### config.mk
export PLATFORM = sky130hd
export DESIGN_NAME = reg_bus_arb
export DESIGN_NICKNAME = d
export VERILOG_FILES = /design/src/rtl/reg_bus_arb.sv
export SDC_FILE = /design/constraint.sdc
export NUM_CORES = 1
export LEC_CHECK = 0
export ABC_AREA = 1
export BUFFER_PORTS_ARGS = -buffer_cell sky130_fd_sc_hd__buf_2
export CORE_AREA = 5 5 122 124
export CTS_BUF_LIST = sky130_fd_sc_hd__clkbuf_4 sky130_fd_sc_hd__clkbuf_8
export CTS_CLUSTER_SIZE = 40
export DETAILED_ROUTE_END_ITERATION = 16
export DIE_AREA = 0 0 127 129
export PLACE_DENSITY = 0.68
export SKIP_CTS_REPAIR_TIMING = 1
export SKIP_LAST_GASP = 1
export SYNTH_ARGS = -nofsm -noshare
export SYNTH_HDL_FRONTEND = slang
export SYNTH_SLANG_ARGS = --single-unit
### constraint.sdc
create_clock -name clks -period 1.7 [get_ports clks]
set_input_delay 0.255 -clock clks [delete_from_list [all_inputs] [get_ports clks]]
set_output_delay 0.255 -clock clks [all_outputs]
set_load 0.01 [all_outputs]
### src/rtl/reg_bus_arb.sv
`default_nettype none
// ---------------------------------------------------------------------------
// reg_bus_arb : two-master register-bus arbiter (round-robin; fixed m0 priority
//               when REG_BUS_ARB_FIXED_PRIO_EN is defined)      Rev 1.0
// ---------------------------------------------------------------------------
module reg_bus_arb #(
  parameter int CPU_ADDR_WIDTH = 12,
  parameter int CPU_DATA_WIDTH = 32,
  parameter int RD_LAT         = 2
) (
  input  logic                      clks,
  input  logic                      reset,
  input  logic                      m0_req,
  input  logic                      m0_wr,
  input  logic [CPU_ADDR_WIDTH-1:0] m0_addr,
  input  logic [CPU_DATA_WIDTH-1:0] m0_wdata,
  output logic                      m0_ack,
  output logic [CPU_DATA_WIDTH-1:0] m0_rdata,
  input  logic                      m1_req,
  input  logic                      m1_wr,
  input  logic [CPU_ADDR_WIDTH-1:0] m1_addr,
  input  logic [CPU_DATA_WIDTH-1:0] m1_wdata,
  output logic                      m1_ack,
  output logic [CPU_DATA_WIDTH-1:0] m1_rdata,
  output logic                      cpu_wr,
  output logic                      cpu_rd,
  output logic [CPU_ADDR_WIDTH-1:0] cpu_wr_addr,
  output logic [CPU_DATA_WIDTH-1:0] cpu_data_in,
  input  logic [CPU_DATA_WIDTH-1:0] cpu_data_out,
  output logic                      arb_busy,
  output logic [1:0]                arb_gnt
);

  localparam logic [1:0] S_IDLE    = 2'd0;
  localparam logic [1:0] S_XFER    = 2'd1;
  localparam logic [1:0] S_RD_WAIT = 2'd2;
  localparam logic [1:0] S_ACK     = 2'd3;

  localparam logic [3:0] WAIT_INIT = 4'(RD_LAT - 1);

  logic [1:0]                state;
  logic                      owner;
  logic                      op_wr;
  logic [3:0]                wait_cnt;
  logic                      pick_m1;
  logic                      sel_wr;
  logic [CPU_ADDR_WIDTH-1:0] sel_addr;
  logic [CPU_DATA_WIDTH-1:0] sel_wdata;

`ifdef REG_BUS_ARB_FIXED_PRIO_EN
  always_comb begin
    pick_m1 = !m0_req;
  end
`else
  logic last_m1;

  // On a tie, the port that did not win last time gets the bus.
  always_comb begin
    pick_m1 = m1_req && (!m0_req || !last_m1);
  end

  always_ff @(posedge clks) begin
    if (reset) begin
      last_m1 <= 1'b1;
    end else if (state == S_IDLE && (m0_req || m1_req)) begin
      last_m1 <= pick_m1;
    end
  end
`endif

  always_comb begin
    sel_wr    = pick_m1 ? m1_wr    : m0_wr;
    sel_addr  = pick_m1 ? m1_addr  : m0_addr;
    sel_wdata = pick_m1 ? m1_wdata : m0_wdata;
  end

  always_ff @(posedge clks) begin
    if (reset) begin
      state       <= S_IDLE;
      owner       <= 1'b0;
      op_wr       <= 1'b0;
      wait_cnt    <= '0;
      cpu_wr      <= 1'b0;
      cpu_rd      <= 1'b0;
      cpu_wr_addr <= '0;
      cpu_data_in <= '0;
      m0_ack      <= 1'b0;
      m1_ack      <= 1'b0;
      m0_rdata    <= '0;
      m1_rdata    <= '0;
      arb_busy    <= 1'b0;
      arb_gnt     <= 2'b00;
    end else begin
      cpu_wr <= 1'b0;
      cpu_rd <= 1'b0;
      m0_ack <= 1'b0;
      m1_ack <= 1'b0;
      case (state)
        S_IDLE: begin
          if (m0_req || m1_req) begin
            owner       <= pick_m1;
            op_wr       <= sel_wr;
            cpu_wr_addr <= sel_addr;
            if (sel_wr) begin
              cpu_data_in <= sel_wdata;
            end
            cpu_wr   <= sel_wr;
            cpu_rd   <= !sel_wr;
            arb_busy <= 1'b1;
            arb_gnt  <= pick_m1 ? 2'b10 : 2'b01;
            state    <= S_XFER;
          end
        end
        S_XFER: begin
          if (op_wr) begin
            m0_ack <= !owner;
            m1_ack <= owner;
            state  <= S_ACK;
          end else begin
            wait_cnt <= WAIT_INIT;
            state    <= S_RD_WAIT;
          end
        end
        S_RD_WAIT: begin
          // Address stays put; the bank's registered data is taken on the last wait cycle.
          if (wait_cnt == 4'd0) begin
            if (owner) begin
              m1_rdata <= cpu_data_out;
            end else begin
              m0_rdata <= cpu_data_out;
            end
            m0_ack <= !owner;
            m1_ack <= owner;
            state  <= S_ACK;
          end else begin
            wait_cnt <= wait_cnt - 4'd1;
          end
        end
        default: begin
          arb_busy <= 1'b0;
          arb_gnt  <= 2'b00;
          state    <= S_IDLE;
        end
      endcase
    end
  end

endmodule
`default_nettype wire

==> results of run 1 <==
[cell families after synthesis]
| kind of cell | synth area share (%) |
|---|---|
| buffers and inverters | 9.68 |
| flip-flops | 46.6 |
| AO/OA/AOI/OAI | 9.21 |
| AND/OR/NAND/NOR | 33.3 |
| adder cells (fa/ha/maj) | 1.18 |
[worst max path at each step]
| stage | cells after the start | endpoint | slack (ns) |
|---|---|---|---|
| 2_1_floorplan | 7 | m1_rdata[0]$_SDFFE_PP0P_ | 0.29 |
| 3_3_place_gp | 7 | m0_rdata[15]$_SDFFE_PP0P_ | 0.20 |
| 3_5_place_dp | 7 | m0_rdata[12]$_SDFFE_PP0P_ | 0.14 |
| 4_1_cts | 7 | m1_rdata[10]$_SDFFE_PP0P_ | 0.12 |
| 5_1_grt | 9 | cpu_data_in[4]$_SDFFE_PP0P_ | -0.03 |
| 6_report | 8 | cpu_data_in[9]$_SDFFE_PP0P_ | 0.17 |
[tightest hold or removal path, cell delays in order]
cell	delay (ns)
buf_2	0.08
a21oi_1	0.05
nor2_1	0.07
[per-layer routing]
metal	up-vias	wire length, um	track usage, %
met2	155	7390	31.8
li1	2869	-	-
met3	21	1050	5.40
met5	-	0	0
met4	0	284	7.44
met1	2309	6550	22.4
[cell type report]
class,count,share of cell area [%]
Clock inverter,12,2.39
Sequential cell,124,34.8
Clock buffer,20,3.69
Multi-Input combinational cell,557,32.7
Tap cell,180,3.16
Timing Repair Buffer,259,19.7
Inverter,65,3.46
[synth_stat cells (2+ instances only)]
library cell | n | share of area (%)
nand2_1 | 358 | 25
dfxtp_1 | 124 | 47
a21oi_1 | 83 | 7.8
nor2_1 | 81 | 5.7
inv_1 | 61 | 4.3
clkbuf_1 | 16 | 1.1
buf_2 | 14 | 1.3
o21ai_0 | 12 | 1.1
nand3_1 | 10 | 0.94
buf_4 | 8 | 1.1
buf_6 | 7 | 1.5
ha_1 | 5 | 1.2
inv_2 | 3 | 0.21
nand4_4 | 2 | 0.80
[per-stage QoR]
stage / cells / power, mW
floorplan: 791 / 6.11
global placement: 1185 / 7.19
detailed placement: 1185 / 7.24
CTS: 1217 / 10.1
global route: 1217 / 10.8
finish: 1217 / 9.98
[registers in the layout, indices dropped and copies added (netlist names)]
signal       count
arb_busy         1
arb_gnt          2
cpu_data_in     32
cpu_rd           1
cpu_wr           1
cpu_wr_addr     12
last_m1          1
m0_ack           1
m0_rdata        32
m1_ack           1
m1_rdata        32
op_wr            1
owner            1
state            2
wait_cnt         4
[power by group]
group	leakage [nW]	total (mW)	switching, mW	internal (mW)
logic	2.58	3.44	2.14	1.30
clock network	0.211	2.80	1.15	1.66
registers	1.01	3.73	0.270	3.46
==> run metrics, run 1 <==
status=finished clean; Hold Path Class=primary input to flip-flop; Layout Utilization=between 50 and 60%; FF-to-FF End=cpu_data_in[9]$_SDFFE_PP0P_; CP max stage cell=dfxtp_1; DP Area=approximately 0.0067 mm^2; final hold vios=0; Critical path origin=state[0]$_SDFFE_PP0P_; Crit Path Category=flip-flop to flip-flop; area of the multi-input gates=0.00233 mm^2; hpwl dp=approximately 11 mm; Ys Warns=0; GP Congestion=about 0.8; vias in the first global route=~5,000; EDFF count, synth=0; most common cell after layout, fill and taps aside=nand2_1; Antenna diodes=0; Worst Path Required=slightly above 2 ns; IO Port Bufs=240; Clk Latency, worst-skew pair=~0.43 ns; Startpoint Class=flip-flop; Max VDD drop=about 710 uV; Layout area overhead=33.8%; total clock buffers created by CTS=17; Syn Std Cell Area=0.00532 mm^2; WP data arrival=between 1.5 and 2 ns; die span in x=around 130 um; setup TNS=0 ns; post-synthesis register bit count=between 100 and 150; Max Root-Sink Buffers=2; max incr delay on CP=approximately 0.33 ns; Die Y=around 130 um; R2R setup slack=0.17 ns; ys flop type=dfxtp_1; critical hold path startpoint=m1_addr[11]; CTS H-tree lvls=4; largest net degree at the start of global routing=67; Top delay family on crit path=simple AND/OR/NAND/NOR gates; hold path cells=3; Synth cell types=21; Core Area=around 0.014 mm^2; final wirelength=between 15 and 20 mm; TritonCTS clock tree=yes; syn avg cell area=between 6 and 7 um^2; worst flop-to-flop path startpoint=state[0]$_SDFFE_PP0P_; Mapped Cells=791; Slew @ Worst Pin=slightly above 0.4 ns; hold slack=approximately 0.051 ns; most frequent CP cell=nor2_1; synthesized net count=about 920; Worst-path clk slew=roughly 0.070 ns; Final ANT Viol Nets=0; routed len/inst=12.5 um; DP Worst Slack=around 0.14 ns; Filler cells=about 1,400; vias per inst=~4.4; Global Route Usage Sum=a little under a fifth; Slew headroom=approximately 73%; Min-Delay Endpoint=cpu_wr_addr[11]$_SDFFE_PP0P_; asr flop ratio synth=0%; GR Overflow Total=0; Clock Sinks=~120; Buf/Inv on CP=3; setup ws final=approximately 0.17 ns; CP Capture Type=flip-flop; CP max FO=between 60 and 70; Top Ports=~240; Max-Cap Viols=0; most frequent cells in the layout=nand2_1, buf_2, dfxtp_1, a21oi_1, nor2_1; Final min period=1.53 ns; # DRC=0; unrepaired setup endpoints after global routing=true; sequential fraction of the synthesis area=a little under half; root buffer cell=clkbuf_8; initial core utilization=between 30% and 40%; PwrDens=about 1400 mW/mm^2; antenna violations before repair=0; Setup Skew=0.00874 ns; cells on worst reg2reg path=8; number of DRC markers in iteration 0=around 320; fmax=653 MHz; 1st-pass router iterations=4; max-slew violation count=0; first-pass GRT wire length=roughly 25 mm; std cell rows=43; Final period util=~90%; die area=around 0.016 mm^2; share of post-route cells with drive strength above 1=29.1%; CP cell instances=inv_1, ha_1, inv_2, nor2_2, nand3_2, buf_12, nor2_1, nor2_1; final setup fails=0; register area=about 0.0025 mm^2; Leak Pwr=~3.8 nW; fin nets=1,155; DR vias=5,354; fin area=0.00712 mm^2
No activity file was read; power rests on OpenSTA's default activity.
==> run 2, diff against run 1 <==
--- a/config.mk
+++ b/config.mk
@@ -7,11 +7,11 @@
 export LEC_CHECK = 0
 export ABC_AREA = 1
 export BUFFER_PORTS_ARGS = -buffer_cell sky130_fd_sc_hd__buf_2
-export CORE_AREA = 5 5 122 124
+export CORE_AREA = 5 5 144 105
 export CTS_BUF_LIST = sky130_fd_sc_hd__clkbuf_4 sky130_fd_sc_hd__clkbuf_8
 export CTS_CLUSTER_SIZE = 40
 export DETAILED_ROUTE_END_ITERATION = 16
-export DIE_AREA = 0 0 127 129
+export DIE_AREA = 0 0 149 110
 export PLACE_DENSITY = 0.68
 export SKIP_CTS_REPAIR_TIMING = 1
 export SKIP_LAST_GASP = 1
==> run 2 against run 1 <==
Effect of this change: combinational power increased by 2%; first-iteration DRC count is 11% lower; flip-flop and latch count unchanged; global-route usage shrank 0.16 points; worst hold slack improved by 0.0070 ns; clock-buffer cell count fell by 2; sequential power about the same; routed wire length is 0.87% higher; utilization is 0.32 points higher; critical path type unchanged; critical endpoint is now cpu_data_in[30]$_SDFFE_PP0P_.
==> run metrics, run 2 (synthesis gave the netlist of run 1 again) <==
root buffer cell=clkbuf_8; FF-to-FF End=cpu_data_in[30]$_SDFFE_PP0P_; Final Power=slightly below 10 mW; DP Area=approximately 0.0067 mm^2; die area=roughly 0.016 mm^2; GP Congestion=approximately 0.80; WP data arrival=1.93 ns; std cell rows=36; Layout area overhead=34.0%; Pint=about 6.2 mW; fin nets=roughly 1,100; CP Capture Type=flip-flop; Die Y=around 110 um; setup ws final=approximately 0.13 ns; cells on worst reg2reg path=9; final setup fails=0; fmax=between 600 and 700 MHz; Top Registers=cpu_data_in (32), m0_rdata (32), m1_rdata (32); Max Root-Sink Buffers=2; Min-Delay Endpoint=cpu_wr_addr[11]$_SDFFE_PP0P_; Core Area=around 0.014 mm^2; final hold vios=0; Clock Sinks=124; antenna violations before repair=0; PwrDens=roughly 1400 mW/mm^2; max-slew violation count=0; Clock Power Share=26.7%; TritonCTS clock tree=yes; vias in the first global route=just over 5,000; fin area=approximately 0.0071 mm^2; 1st-pass router iterations=4; Global Route Usage Sum=18.6%; Antenna diodes=0; die span in x=roughly 150 um; Slew headroom=57.6%; Leak Pwr=3.78 nW; number of DRC markers in iteration 0=between 200 and 300; most common cell after layout, fill and taps aside=nand2_1; initial core utilization=approximately two fifths; register area=around 0.0025 mm^2; Setup Skew=between 0.015 and 0.02 ns; Final ANT Viol Nets=0; hold path cells=3; switching pwr=around 3.7 mW; DR vias=5,408; most frequent cells in the layout=nand2_1, buf_2, dfxtp_1, a21oi_1, nor2_1; Filler cells=approximately 1,400; area of the multi-input gates=roughly 0.0023 mm^2; Hold Path Class=primary input to flip-flop; critical hold path startpoint=m1_addr[11]; Final period util=approximately 92%; Crit Path Category=flip-flop to flip-flop; # DRC=0; routed len/inst=~13 um; Top Ports=between 200 and 250; final wirelength=around 15 mm; Slew @ Worst Pin=about 0.64 ns; hold slack=between 0.05 and 0.06 ns; largest net degree at the start of global routing=60; switch share=between 30% and 40%; Max-Cap Viols=0; Worst Path Required=a little over 2 ns; status=finished clean; worst flop-to-flop path startpoint=state[0]$_SDFFE_PP0P_; CTS H-tree lvls=4; total clock buffers created by CTS=17; first-pass GRT wire length=about 24 mm; IO Port Bufs=240; share of post-route cells with drive strength above 1=approximately 29%; Comb power frac=between 30% and 40%; vias per inst=4.43; GR Overflow Total=0; Reg power frac=37.8%; DP Worst Slack=0.122 ns; CP max FO=31; Max VDD drop=559 uV; Worst-path clk slew=around 0.08 ns; Clk Latency, worst-skew pair=around 0.43 ns; setup TNS=0 ns; Startpoint Class=flip-flop; hpwl dp=11.2 mm; Final min period=approximately 1.6 ns; R2R setup slack=0.13 ns
run 2: changes by cell type in the layout (fill, tap and decap cells not counted), moves of 2 or more:
cell and delta:
clkinv_4 +2, bufinv_16 -2, inv_6 +4, buf_12 +5
clkbuf_4 -2, buf_4 -11, clkinv_2 -3
run 2: per-stage QoR:
stage | instances | utilization [%]
finish | 1221 | 52.5
global route | 1221 | 52.5
CTS | 1221 | 52.4
detailed placement | 1189 | 49.4
global placement | 1189 | 49.4
floorplan | 791 | -
run 2: area by class of cell:
type	instances	share of cell area (%)
Clock buffer	18	3.47
Clock inverter	14	2.23
Inverter	65	3.45
Multi-Input combinational cell	557	32.8
Sequential cell	124	34.8
Tap cell	190	3.33
Timing Repair Buffer	253	20.0
run 2: worst max-delay path: stages, from the launching register on:
cell and delay [ns]:
dfxtp_1 0.33, inv_1 0.11, ha_1 0.21, inv_2 0.05, nor2_2 0.25, nand3_4 0.15
buf_12 0.19, nand2_1 0.06, nand2_1 0.04, nor2_1 0.10
run 2: routing by layer:
| metal | GRT usage [%] | wire, um | up-vias | part of all wire [%] |
|---|---|---|---|---|
| met2 | 29.0 | 7020 | 134 | 46 |
| met1 | 25.2 | 7300 | 2401 | 47 |
| li1 | - | - | 2856 | - |
| met5 | 0 | 0 | - | 0 |
| met3 | 4.54 | 861 | 17 | 5.6 |
| met4 | 6.53 | 229 | 0 | 1.5 |
run 2: worst max path at each step:
stage                                from  slack [ns]                            to
global route        state[0]$_SDFFE_PP0P_       -0.02   cpu_data_in[1]$_SDFFE_PP0P_
floorplan           state[0]$_SDFFE_PP0P_        0.29      m1_rdata[0]$_SDFFE_PP0P_
finish              state[0]$_SDFFE_PP0P_        0.13  cpu_data_in[30]$_SDFFE_PP0P_
detailed placement  state[0]$_SDFFE_PP0P_        0.12      m1_rdata[2]$_SDFFE_PP0P_
global placement    state[0]$_SDFFE_PP0P_        0.16     m1_rdata[16]$_SDFFE_PP0P_
CTS                 state[0]$_SDFFE_PP0P_        0.11      m1_rdata[2]$_SDFFE_PP0P_
run 2: power by group through the flow:
stage / combinational (mW) / sequential [mW] / clock, mW
floorplan: 2.10 / 4.02 / 0
global placement: 3.48 / 3.80 / 0
detailed placement: 3.52 / 3.80 / 0
CTS: 3.53 / 3.75 / 2.73
global route: 3.99 / 3.82 / 2.87
finish: 3.51 / 3.74 / 2.64
